$ cat config.mk
export PLATFORM = sky130hd
export DESIGN_NAME = scr1_imem_insn_matcher
export DESIGN_NICKNAME = d
export VERILOG_FILES = /design/src/rtl/scr1_imem_insn_matcher.sv
export SDC_FILE = /design/constraint.sdc
export NUM_CORES = 2
export LEC_CHECK = 0
export BUFFER_PORTS_ARGS = -buffer_cell sky130_fd_sc_hd__clkbuf_2
export CAP_MARGIN = 5
export CORE_ASPECT_RATIO = 1.5
export CORE_MARGIN = 8
export CORE_UTILIZATION = 30
export DETAILED_ROUTE_END_ITERATION = 10
export SYNTH_ARGS = -nofsm -noshare
export SYNTH_HDL_FRONTEND = slang
export SYNTH_SLANG_ARGS = --single-unit
$ cat constraint.sdc
create_clock -name clk -period 91.2 [get_ports clk]
set_input_delay 13.68 -clock clk [delete_from_list [all_inputs] [get_ports clk]]
set_output_delay 13.68 -clock clk [all_outputs]
set_load 0.01 [all_outputs]
$ cat src/rtl/scr1_imem_insn_matcher.sv
// Instruction-match monitor beside the IMEM bridge: N_CH programmable mask/value channels
// count hits on OK fetch words and log one {channel, insn, snapshot} record per cycle into a FIFO.
module scr1_imem_insn_matcher #(
    parameter  int N_CH    = 4,
    parameter  int DEPTH   = 8,
    parameter  int SNAP_W  = 64,
    parameter  int CNT_W   = 16,
    parameter  int ONESHOT = 0,
    localparam int CH_W    = (N_CH > 1) ? $clog2(N_CH) : 1,
    localparam int LVL_W   = $clog2(DEPTH + 1)
) (
    input  logic                  clk,
    input  logic                  rst,
    input  logic                  cfg_we,
    input  logic [CH_W-1:0]       cfg_idx,
    input  logic                  cfg_en,
    input  logic [31:0]           cfg_mask,
    input  logic [31:0]           cfg_value,
    input  logic [1:0]            imem_resp,
    input  logic [31:0]           imem_rdata,
    input  logic [SNAP_W-1:0]     snap_data,
    output logic                  evt_valid,
    input  logic                  evt_ready,
    output logic [CH_W-1:0]       evt_ch,
    output logic [31:0]           evt_insn,
    output logic [SNAP_W-1:0]     evt_snap,
    output logic [N_CH*CNT_W-1:0] hit_cnt,
    output logic [CNT_W-1:0]      drop_cnt,
    output logic [LVL_W-1:0]      fifo_level
);

    localparam int                AW      = $clog2(DEPTH);
    localparam logic [CNT_W-1:0]  CNT_ONE = 1;
    localparam logic [LVL_W-1:0]  PTR_ONE = 1;
    localparam logic [LVL_W-1:0]  LVL_MAX = LVL_W'(DEPTH);

    typedef struct packed {
        logic [CH_W-1:0]   ch;
        logic [31:0]       insn;
        logic [SNAP_W-1:0] snap;
    } rec_t;

    logic [N_CH-1:0]  en_q;
    logic [N_CH-1:0]  armed_q;
    logic [31:0]      mask_q  [N_CH];
    logic [31:0]      value_q [N_CH];
    logic [CNT_W-1:0] cnt_q   [N_CH];
    logic [CNT_W-1:0] drop_q;
    logic [LVL_W-1:0] wr_q;
    logic [LVL_W-1:0] rd_q;
    rec_t             mem_q   [DEPTH];

    logic             resp_ok;
    logic [N_CH-1:0]  hit;
    logic [N_CH-1:0]  log_ok;
    logic [N_CH-1:0]  cfg_sel;
    logic             push;
    logic [CH_W-1:0]  push_ch;
    logic [LVL_W-1:0] level;
    logic             full;
    logic             pop;
    logic             accept;
    logic             drop;
    rec_t             head;

    assign resp_ok = (imem_resp == 2'b01);

    // NOTE: every always_comb output gets a default first, so no path can infer a latch.
    always_comb begin
        hit     = '0;
        log_ok  = '0;
        cfg_sel = '0;
        push    = 1'b0;
        push_ch = '0;
        for (int i = 0; i < N_CH; i++) begin
            hit[i]     = resp_ok & en_q[i] & ((imem_rdata & mask_q[i]) == value_q[i]);
            log_ok[i]  = hit[i] & ((ONESHOT == 0) | armed_q[i]);
            cfg_sel[i] = cfg_we & (int'(cfg_idx) == i);
        end
        // Scan downwards so the lowest-index logging channel is the one left standing.
        for (int i = N_CH - 1; i >= 0; i--) begin
            if (log_ok[i]) begin
                push    = 1'b1;
                push_ch = CH_W'(i);
            end
        end
    end

    assign level  = wr_q - rd_q;
    assign full   = (level == LVL_MAX);
    assign pop    = evt_valid & evt_ready;
    assign accept = push & (~full | pop);
    assign drop   = push & full & ~pop;
    assign head   = mem_q[rd_q[AW-1:0]];

    assign evt_valid  = (level != '0);
    assign evt_ch     = head.ch;
    assign evt_insn   = head.insn;
    assign evt_snap   = head.snap;
    assign drop_cnt   = drop_q;
    assign fifo_level = level;

    always_comb begin
        hit_cnt = '0;
        for (int i = 0; i < N_CH; i++) begin
            hit_cnt[i*CNT_W +: CNT_W] = cnt_q[i];
        end
    end

    // NOTE: non-blocking assignments here, so every update in this block sees pre-edge state.
    always_ff @(posedge clk or posedge rst) begin
        if (rst) begin
            en_q    <= '0;
            armed_q <= '1;
            drop_q  <= '0;
            wr_q    <= '0;
            rd_q    <= '0;
            for (int i = 0; i < N_CH; i++) begin
                mask_q[i]  <= '0;
                value_q[i] <= '0;
                cnt_q[i]   <= '0;
            end
            // NOTE: the record store is reset because evt_* must read 0 out of reset; it is small.
            for (int j = 0; j < DEPTH; j++) begin
                mem_q[j] <= '0;
            end
        end else begin
            for (int i = 0; i < N_CH; i++) begin
                if (cfg_sel[i]) begin
                    en_q[i]    <= cfg_en;
                    mask_q[i]  <= cfg_mask;
                    value_q[i] <= cfg_value;
                    cnt_q[i]   <= '0;
                    armed_q[i] <= 1'b1;
                end else begin
                    if (hit[i] && (cnt_q[i] != '1)) begin
                        cnt_q[i] <= cnt_q[i] + CNT_ONE;
                    end
                    // The one shot is spent whether the record was stored or dropped.
                    if ((ONESHOT != 0) && push && (push_ch == CH_W'(i))) begin
                        armed_q[i] <= 1'b0;
                    end
                end
            end
            if (accept) begin
                mem_q[wr_q[AW-1:0]] <= '{ch: push_ch, insn: imem_rdata, snap: snap_data};
                wr_q                <= wr_q + PTR_ONE;
            end
            if (pop) begin
                rd_q <= rd_q + PTR_ONE;
            end
            if (drop && (drop_q != '1)) begin
                drop_q <= drop_q + CNT_ONE;
            end
        end
    end

endmodule

==> impl_summary.log <==
INFO  metric outcome = finished, final reports clean
INFO  metric hpwlAfterDp = 98800 um
INFO  metric timing_hold_violations_final = 0
INFO  metric synth.cells.most_frequent = dfrtp_1, nand2_1, mux2_2, mux2_1, mux4_2
INFO  metric synth_largest_type_area_fraction = 54.5%
INFO  metric die_w = 356 um
INFO  metric portBuffers = 351
INFO  metric worstSetupEndpointType = flip-flop
INFO  metric synth-seq-area-share = 54.5%
INFO  metric dieArea = 187000 sq um
INFO  metric totalWireLength = 149000 um
INFO  metric finished_core_util = 34.8%
INFO  metric critical_path_arrival = 18.80 ns
INFO  metric worst-path-max-fanout = 52
INFO  metric post_synth_inst_count = 4010
INFO  metric final_net_count = 4468
INFO  metric synth_compound_area_share = 2.44%
INFO  metric muxShareOfSynthArea = 28.4%
INFO  metric placement.setup.worst_slack = 72.12 ns
INFO  metric syn_area = 52000 sq um
INFO  metric syn-num-nets = 4190
INFO  metric postRouteAntennaNets = 0
INFO  metric clk_pin_slew_worst_paths = 0.06 ns
INFO  metric total_clock_sinks = 1132
INFO  metric post_cts.repair.setup_buffers = 0
INFO  metric timing.max_cap.violations = 0
INFO  metric async_reset_ff_share = 100%
INFO  metric critPathKind = in2reg
INFO  metric layout_setup_ws = 72.99 ns
INFO  metric row_count = 187
INFO  metric grt_pass1_wl = 226000 um
INFO  metric cell_internal_pwr = 0.886 mW
INFO  metric yosys-top-cells-area = dfrtp_1, mux2_2, mux4_2, nand2_1, mux2_1
INFO  metric design.portCount = 352
INFO  metric power.share.sequential = 44.5%
INFO  metric yosysMostFrequentCell = dfrtp_1
INFO  metric cp_cell_sequence = clkbuf_2, a21boi_0, nor4_1, nand4_1, nor4_2, nand2_1, a41oi_2, buf_4, nand3_4, buf_4, mux2_2
INFO  metric cts_max_path_buffers = 3
INFO  metric cts_repair_resize_count = 0
INFO  metric final_cells = 6668
INFO  metric first_global_vias = 35.2k
INFO  metric power_switching_share = 28.7%
INFO  metric rsz0062_at_grt = false
INFO  metric synthSimpleGateAreaFrac = 10.2%
INFO  metric worst_skew_pair.late_latency = 0.73 ns
INFO  metric place.detailed.instances = 6437
INFO  metric finalWeightedCongestion = 0.956
INFO  metric synth_top_family_by_area = multiplexers
INFO  metric postSynthAreaPerCell = 13.0 sq um
INFO  metric via_count = 33.7k
INFO  metric yosys_warnings = 0
INFO  metric worstHoldPathCells = 2
INFO  metric slew_viol_final = 0
INFO  metric drtIter0Drc = 2465
INFO  metric max_slew_headroom_at_the_worst_pin = 13.4%
INFO  metric setup-violations-final = 0
INFO  metric dieHeight = 526 um
INFO  metric synth_xor_xnor_area_share = 1.85%
INFO  metric ir_drop = 0.0203 mV
INFO  metric top_flip_flop_cell_by_instance_count_after_synthesis = dfrtp_1
INFO  metric crit_path_frequent_cell = buf_4
INFO  metric dr.pass1.iters = 5
INFO  metric reg2reg_from = rd_q[2]
INFO  metric worst_pin_slew = 1.29 ns
INFO  metric vias_per_cell = 5.05
INFO  metric critical-path-max-stage-delay = 0.92 ns
INFO  metric reg2reg_depth = 10
INFO  metric setup_tns = 0 ns
INFO  metric grt_antenna_before_repair = 23
INFO  metric cts_htree_levels = 3
INFO  metric area_growth_syn_to_layout = 15.5%
INFO  metric grt_usage = 15.6%
INFO  metric timing.hold.worst.class = reg2reg
INFO  metric clock_skew = 0.0405 ns
INFO  metric crit_required = 91.79 ns
INFO  metric grt_start_max_net_pins = 161
INFO  metric globalRouteOverflowTotal = 0
INFO  metric powerDensity = 20.7 nW/um^2
INFO  metric cts_buffers = 117
INFO  metric synth-edff-count = 0
INFO  metric post_cts_hold_buffer_count = 0
INFO  metric netSwitchingPower = 0.357 mW
INFO  metric p_comb_share = 15.5%
INFO  metric route.detailed.wl_per_inst = 22.4 um
INFO  metric coreArea = 173000 sq um
INFO  metric r2r-end = mem_q[24]
INFO  metric worst_hold_startpoint = mask_q[47]
INFO  metric library_cell_with_the_largest_summed_area_after_synthesis = dfrtp_1
INFO  metric power.share.clock = 40.0%
INFO  metric number_of_storage_elements_in_the_synthesis_netlist = 1132
INFO  metric timing.final.crit_period = 18.21 ns
INFO  metric clk_root_buffer_cell = clkbuf_16
INFO  metric cts_tree = done
INFO  metric setup.worst_path.start_class = primary input
INFO  metric period_share = 20.0%
INFO  metric cpMaxStageDelayCell = nor4_1
INFO  metric worst-r2r-setup-slack = 85.58 ns
INFO  metric whs_endpoint = mask_q[47]
INFO  metric drc_errors = 0
INFO  metric worst_hold_slack = 0.473 ns
INFO  metric synth_cell_types = 53
INFO  metric synth_adder_area_share = 0.279%
INFO  metric fmax = 54.9 MHz
INFO  metric start_util = 30.1%
INFO  metric drive_gt1_share = 33.4%
INFO  metric leakagePower = 29.7 nW
-- power groups by stage --
stage               Combinational, mW  Clock, mW  Sequential [mW]
floorplan                       0.137          0            0.544
global placement                0.195          0            0.561
detailed placement              0.196          0            0.562
CTS                             0.196      0.509            0.553
global route                    0.207      0.529            0.556
finish                          0.193      0.497            0.553
-- cells in the final DEF (no fill, tap or decap), types with 56 or more instances in the layout --
cell type and count:
mux2_2 661, nor2_1 64, nand3_1 67, dfrtp_1 1129, nand2_1 781, xor2_1 56, mux2_1 240, clkbuf_16 119
clkbuf_2 351, mux4_2 196
-- worst max path at each step --
stage	start	end	slack [ns]	cells past startpoint
floorplan	rst	drop_cnt[0]	45.64	1
global placement	rst	mem_q[409]	72.30	7
detailed placement	rst	mem_q[404]	72.12	7
CTS	rst	mem_q[220]	72.89	7
global route	rst	mem_q[706]	72.24	7
finish	imem_rdata[7]	mem_q[24]	72.99	11
-- metrics by stage --
stage / power [mW] / cell area, sq um
global placement: 0.756 / 56000
finish: 1.24 / 60100
CTS: 1.26 / 60000
global route: 1.29 / 60000
detailed placement: 0.758 / 56000
floorplan: 0.682 / 52000
-- cells by family after synthesis --
family / count (synthesis)
compound gates: 184
xor+xnor: 110
fa+ha+maj: 11
buf+inv: 281
flops: 1132
mux: 1117
simple gates: 1175
-- registers in the layout, summed over array words and instances, names as in the netlist --
signal	cells
mask_q	128
rd_q	4
mem_q	784
drop_cnt	16
wr_q	4
value_q	128
hit_cnt	64
en_q	4
-- worst max-delay path: cells and delay by family --
kind	cells	cell delay [ns]
simple gates	5	2.57
buf+inv	3	1.38
compound gates	2	0.69
mux	1	0.40
-- layer usage --
layer,vias to the layer above,share of wire [%],track usage [%],wire (um)
met5,-,0.078,0,116
met4,18,3.8,5.85,5720
met3,257,7.5,4.17,11300
met2,969,45,24.2,67200
met1,17615,44,20.9,65000
li1,14802,-,-,-
-- layout make-up --
| type | instances | area [sq um] |
|---|---|---|
| Fill cell | 17090 | 113000 |
| Sequential cell | 1132 | 28300 |
| Multi-Input combinational cell | 2597 | 22500 |
| Clock buffer | 189 | 3620 |
| Tap cell | 2268 | 2840 |
| Timing Repair Buffer | 395 | 2110 |
| Clock inverter | 28 | 413 |
| Inverter | 45 | 179 |
| Antenna cell | 14 | 35.0 |
(Power assumes the default switching activity.)
